<file path="src/rtl/effect_param_controller.sv">
// Debounced two-button editor for NUM_PARAMS saturating effect parameters,
// with auto-repeat and a registered scaled copy of each parameter.
module effect_param_controller #(
    parameter int NUM_PARAMS      = 2,
    parameter int PARAM_WIDTH     = 8,
    parameter int INIT_VALUE      = 64,
    parameter int MIN_VALUE       = 4,
    parameter int MAX_VALUE       = 128,
    parameter int STEP            = 4,
    parameter int OUT_WIDTH       = 32,
    parameter int SCALE_MUL       = 65535,
    parameter int SCALE_SHIFT     = 7,
    parameter int DEBOUNCE_CYCLES = 500000,
    parameter int REPEAT_DELAY    = 25000000,
    parameter int REPEAT_PERIOD   = 5000000
) (
    input  logic                              CLK,
    input  logic                              RST,
    input  logic                              key_dec,
    input  logic                              key_inc,
    input  logic [NUM_PARAMS-1:0]             sel,
    input  logic                              enable_sw,
    output logic [NUM_PARAMS*PARAM_WIDTH-1:0] param_raw,
    output logic [NUM_PARAMS*OUT_WIDTH-1:0]   param_scaled,
    output logic [NUM_PARAMS-1:0]             changed,
    output logic                              disabled
);

    localparam int PW  = PARAM_WIDTH;
    localparam int MW  = $clog2(SCALE_MUL + 1);
    localparam int PRW = PW + MW;
    localparam int DCW = $clog2(DEBOUNCE_CYCLES + 2);
    localparam int RMX = (REPEAT_DELAY > REPEAT_PERIOD) ? REPEAT_DELAY : REPEAT_PERIOD;
    localparam int RCW = $clog2(RMX + 1);

    localparam logic [PW:0] STEP_X = (PW+1)'(STEP);
    localparam logic [PW:0] MIN_X  = (PW+1)'(MIN_VALUE);
    localparam logic [PW:0] MAX_X  = (PW+1)'(MAX_VALUE);

    typedef enum logic [1:0] {
        RS_IDLE,
        RS_HOLD,
        RS_REPEAT
    } rpt_state_t;

    function automatic logic [OUT_WIDTH-1:0] scale(input logic [PW-1:0] v);
        logic [PRW-1:0] p;
        p = PRW'(v) * PRW'(SCALE_MUL);
        return OUT_WIDTH'(p >> SCALE_SHIFT);
    endfunction

    function automatic logic [PW-1:0] step_up(input logic [PW-1:0] v);
        logic [PW:0] s;
        s = {1'b0, v} + STEP_X;
        return (s > MAX_X) ? MAX_X[PW-1:0] : s[PW-1:0];
    endfunction

    function automatic logic [PW-1:0] step_down(input logic [PW-1:0] v);
        logic [PW:0] s;
        s = {1'b0, v} - STEP_X;
        return ({1'b0, v} < MIN_X + STEP_X) ? MIN_X[PW-1:0] : s[PW-1:0];
    endfunction

    logic [1:0] key_n;
    logic [1:0] key_ev;

    assign key_n = {key_inc, key_dec};

    for (genvar k = 0; k < 2; k++) begin : g_key
        logic           s1, s2;
        logic           deb, deb_q;
        logic           lock;
        logic [DCW-1:0] dcnt, rcnt;
        rpt_state_t     st, st_n;
        logic [RCW-1:0] cnt, cnt_n;
        logic           ev;

        // lock ignores a key that was already held when reset released
        always_ff @(posedge CLK) begin
            if (RST) begin
                s1    <= 1'b1;
                s2    <= 1'b1;
                deb   <= 1'b1;
                deb_q <= 1'b1;
                dcnt  <= '0;
                lock  <= 1'b1;
                rcnt  <= '0;
            end else begin
                s1    <= key_n[k];
                s2    <= s1;
                deb_q <= deb;
                if (s2 != deb) begin
                    if (dcnt == DCW'(DEBOUNCE_CYCLES - 1)) begin
                        deb  <= s2;
                        dcnt <= '0;
                    end else begin
                        dcnt <= dcnt + 1'b1;
                    end
                end else begin
                    dcnt <= '0;
                end
                if (lock) begin
                    if (s2 && deb) begin
                        if (rcnt == DCW'(DEBOUNCE_CYCLES + 1))
                            lock <= 1'b0;
                        else
                            rcnt <= rcnt + 1'b1;
                    end else begin
                        rcnt <= '0;
                    end
                end
            end
        end

        always_ff @(posedge CLK) begin
            if (RST) begin
                st  <= RS_IDLE;
                cnt <= '0;
            end else begin
                st  <= st_n;
                cnt <= cnt_n;
            end
        end

        always_comb begin
            st_n  = st;
            cnt_n = '0;
            ev    = 1'b0;
            if (deb) begin
                st_n = RS_IDLE;
            end else begin
                unique case (st)
                    RS_IDLE: begin
                        if (deb_q && !lock) begin
                            ev   = 1'b1;
                            st_n = RS_HOLD;
                        end
                    end
                    RS_HOLD: begin
                        if (cnt == RCW'(REPEAT_DELAY - 1)) begin
                            ev   = 1'b1;
                            st_n = RS_REPEAT;
                        end else begin
                            cnt_n = cnt + 1'b1;
                        end
                    end
                    RS_REPEAT: begin
                        if (cnt == RCW'(REPEAT_PERIOD - 1))
                            ev = 1'b1;
                        else
                            cnt_n = cnt + 1'b1;
                    end
                    default: st_n = RS_IDLE;
                endcase
            end
        end

        assign key_ev[k] = ev;
    end

    logic [NUM_PARAMS-1:0] tgt;
    logic                  do_inc, do_dec;
    logic [PW-1:0]         raw    [NUM_PARAMS];
    logic [PW-1:0]         raw_n  [NUM_PARAMS];
    logic [OUT_WIDTH-1:0]  scaled [NUM_PARAMS];

    assign tgt    = sel & (~sel + NUM_PARAMS'(1));
    assign do_inc = key_ev[1] & ~key_ev[0];
    assign do_dec = key_ev[0] & ~key_ev[1];

    always_comb begin
        for (int i = 0; i < NUM_PARAMS; i++) begin
            raw_n[i] = raw[i];
            if (tgt[i] && do_inc)
                raw_n[i] = step_up(raw[i]);
            else if (tgt[i] && do_dec)
                raw_n[i] = step_down(raw[i]);
        end
    end

    always_ff @(posedge CLK) begin
        if (RST) begin
            for (int i = 0; i < NUM_PARAMS; i++) begin
                raw[i]    <= PW'(INIT_VALUE);
                scaled[i] <= scale(PW'(INIT_VALUE));
            end
            changed  <= '0;
            disabled <= 1'b1;
        end else begin
            for (int i = 0; i < NUM_PARAMS; i++) begin
                raw[i]     <= raw_n[i];
                changed[i] <= (raw_n[i] != raw[i]);
                scaled[i]  <= scale(raw[i]);
            end
            disabled <= ~enable_sw;
        end
    end

    for (genvar i = 0; i < NUM_PARAMS; i++) begin : g_out
        assign param_raw[i*PW +: PW]               = raw[i];
        assign param_scaled[i*OUT_WIDTH +: OUT_WIDTH] = scaled[i];
    end

endmodule
</file>
<file path="config.mk">
export PLATFORM = sky130hd
export DESIGN_NAME = effect_param_controller
export DESIGN_NICKNAME = d
export VERILOG_FILES = /design/src/rtl/effect_param_controller.sv
export SDC_FILE = /design/constraint.sdc
export NUM_CORES = 1
export LEC_CHECK = 0
export CAP_MARGIN = 10
export CORE_UTILIZATION = 48
export DETAILED_ROUTE_END_ITERATION = 8
export PLACE_DENSITY = 0.74
export RECOVER_POWER = 100
export SYNTH_ARGS = -nofsm -noshare
export SYNTH_HDL_FRONTEND = slang
export SYNTH_SLANG_ARGS = --single-unit
</file>
<file path="constraint.sdc">
create_clock -name CLK -period 5.83 [get_ports CLK]
set_input_delay 1.166 -clock CLK [delete_from_list [all_inputs] [get_ports CLK]]
set_output_delay 1.166 -clock CLK [all_outputs]
set_load 0.01 [all_outputs]
</file>
==> qor.json <==
{
  "worst_setup_path": {
    "critical_path_depth": 16,
    "timing.critical_path.cells": "clkbuf_1 -> ha_1 -> fa_1 -> ha_1 -> inv_1 -> fa_1 -> inv_1 -> ha_1 -> and4b_1 -> o31a_1 -> nor3_2 -> o21ai_0 -> a31o_2 -> a2111oi_0 -> or3_1 -> nand3_1",
    "reg2reg_depth": 16,
    "cpPeakStageDelay_ns": 0.68,
    "timing.critical_path.buf_inv": 3,
    "r2r-end": "scaled[0][31]$_SDFF_PP1_",
    "worst-endpoint-arrival_ns": 5.64,
    "critPathKind": "reg -> reg",
    "slowest_cell_on_crit_path": "sky130_fd_sc_hd__clkbuf_1",
    "timing.critical_path.to_type": "flop",
    "crit-reg2reg-launch": "raw[0][10]$_SDFF_PP0_",
    "path_delay_family": "adder cells",
    "critical_path.startpoint_type": "flop",
    "crit_fanout": 18,
    "r2r_setup_slack_ns": 0.48,
    "timing.critical_path.to": "scaled[0][31]$_SDFF_PP1_",
    "cp_data_required_time_ns": 6.12,
    "launching_instance_or_port_of_the_critical_path": "raw[0][10]$_SDFF_PP0_",
    "crit_top_cell": "sky130_fd_sc_hd__ha_1"
  },
  "final_layout": {
    "nets": 1672,
    "antenna_cells_inserted": 0,
    "filler_cell_count": 2292,
    "mostFrequentLayoutCell": "sky130_fd_sc_hd__dfxtp_1",
    "final_layout_size_suffix_gt1_share_pct": 4.16,
    "area_growth_syn_to_layout_pct": 11.1,
    "layout_common_cells": "sky130_fd_sc_hd__dfxtp_1, sky130_fd_sc_hd__nor2_1, sky130_fd_sc_hd__inv_1"
  },
  "routing": {
    "drt.antenna.violating_nets": 0,
    "wl_per_cell_um": 13.8,
    "wirelength_um": 25500,
    "drt_pre_antenna_iters": 5,
    "drc_errors": 0,
    "drt_first_iter_violations": 575,
    "route.detailed.vias_per_inst": 5.33,
    "num_vias": 9834
  },
  "placement": {
    "place.detailed.hpwl_um": 19000,
    "final_gp_congestion": 0.918,
    "dp_worst_setup_slack_ns": 0.408,
    "place.port_buffers": 59
  },
  "floorplan": {
    "placeableCoreArea_um2": 25400,
    "die_area_um2": 26700,
    "fp.dieH_um": 163,
    "initial_utilization_pct": 49.2,
    "rows": 58,
    "boundaryPins": 90,
    "width_of_the_die_um": 163
  },
  "cts": {
    "clock_tree.htree_level_count": 4,
    "cts_sinks": 193,
    "cts_made_buffers": 17,
    "cts-hold-fix-buffers": 0,
    "clock_tree.root_cell": "sky130_fd_sc_hd__clkbuf_16",
    "insertion_delay_ns": 0.44,
    "cts_tree": "done",
    "clk_path_buf_depth": 2,
    "cts.reportedPaths.clkPinSlew_ns": 0.08
  },
  "yosys": {
    "synth-edff-count": 0,
    "async_flop_share_pct": 0,
    "post_synth_num_cell_types": 81,
    "yosysTopAreaCellShare_pct": 30.9,
    "post_synth_main_area_contributors": "sky130_fd_sc_hd__dfxtp_1, sky130_fd_sc_hd__ha_1, sky130_fd_sc_hd__fa_1",
    "seq_area_frac_synth_pct": 30.9,
    "postSynthAreaPerCell_um2": 8.68,
    "ys_ff_latch": 193,
    "synthDominantAreaCellType": "sky130_fd_sc_hd__dfxtp_1",
    "syn_std_cell_area_um2": 12500,
    "ys_dominant_reg_cell": "sky130_fd_sc_hd__dfxtp_1",
    "post_synth_inst_count": 1441,
    "ys_warn_count": 0
  },
  "sta": {
    "finalWorstSetupSlack_ns": 0.483,
    "finalHoldViolCount": 0,
    "post-route-min-period_ns": 5.35,
    "min_period_over_period_pct": 91.7,
    "clock-skew-final_ns": 0.00965,
    "fmax_mhz": 187,
    "final-setup-viol-count": 0,
    "fin_setup_tns_ns": 0,
    "rsz0062_at_grt": "no",
    "tightestPinTransition_ns": 1.89,
    "max_slew_vio_count": 15,
    "slew_headroom_pct": -26.8
  },
  "global_route": {
    "grt_pass1_wl_um": 43700,
    "grt_start_max_net_pins": 36,
    "grtUsageTotal_pct": 20.1,
    "antenna_found_initial": 0,
    "grt_pass1_vias": 9355,
    "grt_overflow_total": 0
  },
  "power_and_ir_drop": {
    "power_frac_seq_pct": 52.4,
    "maximum_vdd_ir_drop_v": 0.000148,
    "power.combinational.fraction_pct": 2.0,
    "power_density_nw_per_um2": 182,
    "netSwitchingPower_w": 0.000617,
    "leakagePower_nw": 5.60,
    "clock_power_share_pct": 45.6,
    "power_switching_share_pct": 24.4,
    "p_int_w": 0.00192
  },
  "run_status": {
    "violations": "capacitance limit, slew limit",
    "run_status": "finished with violations"
  },
  "min_path": {
    "hold_class": "reg -> reg"
  },
  "flow_run": {
    "number_of_maximum_capacitance_constraint_violations": 1
  }
}
[layout make-up]
class / instances / area (um^2) / share of cell area [%]
well taps: 330 / 413 / 2.97
inverters: 148 / 556 / 4.00
multi-input cells: 1069 / 7820 / 56.3
repair buffers: 72 / 656 / 4.72
clock buffers: 18 / 439 / 3.16
flip-flops and latches: 193 / 3860 / 27.8
clock inverters: 14 / 146 / 1.05
[how the worst min path moves through the flow]
| stage | slack (ns) | endpoint | from | cells past startpoint |
|---|---|---|---|---|
| after global placement | 0.39 | g_key[1].s2$_SDFF_PP1_ | g_key[1].s1$_SDFF_PP1_ | 1 |
| after detailed placement | 0.40 | g_key[1].s2$_SDFF_PP1_ | g_key[1].s1$_SDFF_PP1_ | 1 |
| after global routing | 0.43 | g_key[1].s2$_SDFF_PP1_ | g_key[1].s1$_SDFF_PP1_ | 1 |
| after CTS | 0.42 | g_key[1].s2$_SDFF_PP1_ | g_key[1].s1$_SDFF_PP1_ | 1 |
| after floorplan | 0.39 | g_key[0].s2$_SDFF_PP1_ | g_key[0].s1$_SDFF_PP1_ | 1 |
| final | 0.42 | g_key[1].s2$_SDFF_PP1_ | g_key[1].s1$_SDFF_PP1_ | 1 |
[synth_stat cells, types with 34 or more instances]
master	count
sky130_fd_sc_hd__xnor2_1	59
sky130_fd_sc_hd__nor3_1	36
sky130_fd_sc_hd__inv_1	146
sky130_fd_sc_hd__dfxtp_1	193
sky130_fd_sc_hd__ha_1	113
sky130_fd_sc_hd__xor2_1	81
sky130_fd_sc_hd__nand3_1	66
sky130_fd_sc_hd__and3_1	35
sky130_fd_sc_hd__nand4_1	34
sky130_fd_sc_hd__nor2_1	175
sky130_fd_sc_hd__a21oi_1	37
sky130_fd_sc_hd__o21ai_0	34
sky130_fd_sc_hd__nand2_1	99
sky130_fd_sc_hd__fa_1	51
[logic make-up (layout without fill, tap and decap cells)]
group	Yosys count	after routing	share of synthesized area, %
adder cells (fa/ha/maj)	164	164	19.5
buffers and inverters	208	252	7.25
XOR/XNOR	140	140	9.80
AND/OR/NAND/NOR	548	548	22.1
other	1	30	0.0300
AO/OA/AOI/OAI	178	178	9.68
multiplexers	9	9	0.730
flip-flops	193	193	30.9
[power groups by stage]
stage	registers [W]	logic, W	clock network, W
after floorplan	0.00136	0.0000525	0
after global placement	0.00136	0.0000505	0
after detailed placement	0.00136	0.0000512	0
after CTS	0.00133	0.0000518	0.00118
after global routing	0.00133	0.0000573	0.00124
final	0.00133	0.0000515	0.00116
[metrics by stage]
| step | area (um^2) | std cells | hold slack, ns | total power (W) | utilization (%) |
|---|---|---|---|---|---|
| after global routing | 13900 | 1844 | 0.431 | 0.00263 | 54.7 |
| after global placement | 13400 | 1812 | 0.395 | 0.00141 | 52.6 |
| after detailed placement | 13400 | 1812 | 0.398 | 0.00141 | 52.6 |
| after floorplan | 12600 | 1470 | 0.389 | 0.00141 | - |
| after CTS | 13900 | 1844 | 0.420 | 0.00256 | 54.9 |
| final | 13900 | 1844 | 0.416 | 0.00253 | 54.7 |
[flip-flops by register name, indices dropped and copies added (netlist names)]
register / flops
g_key.cnt: 50
g_key.deb_q: 2
disabled: 1
g_key.rcnt: 38
g_key.lock: 2
scaled: 34
raw: 16
g_key.dcnt: 38
g_key.s1: 2
changed: 2
g_key.st: 4
g_key.s2: 2
g_key.deb: 2
[per-layer routing]
metal  share of wire (%)  wire length, um  track usage (%)
met4                 1.3              323             5.52
met3                 4.1             1040             3.35
met2                  47            12000             33.8
met1                  48            12200             26.4
met5                   0                0                0
[what timing repair did]
action                                  in CTS  in global routing
resized for setup                            0                  1
endpoints found under the setup margin       0                  1
buffers inserted                             0                  0
Power figures use the tool's default switching activity.
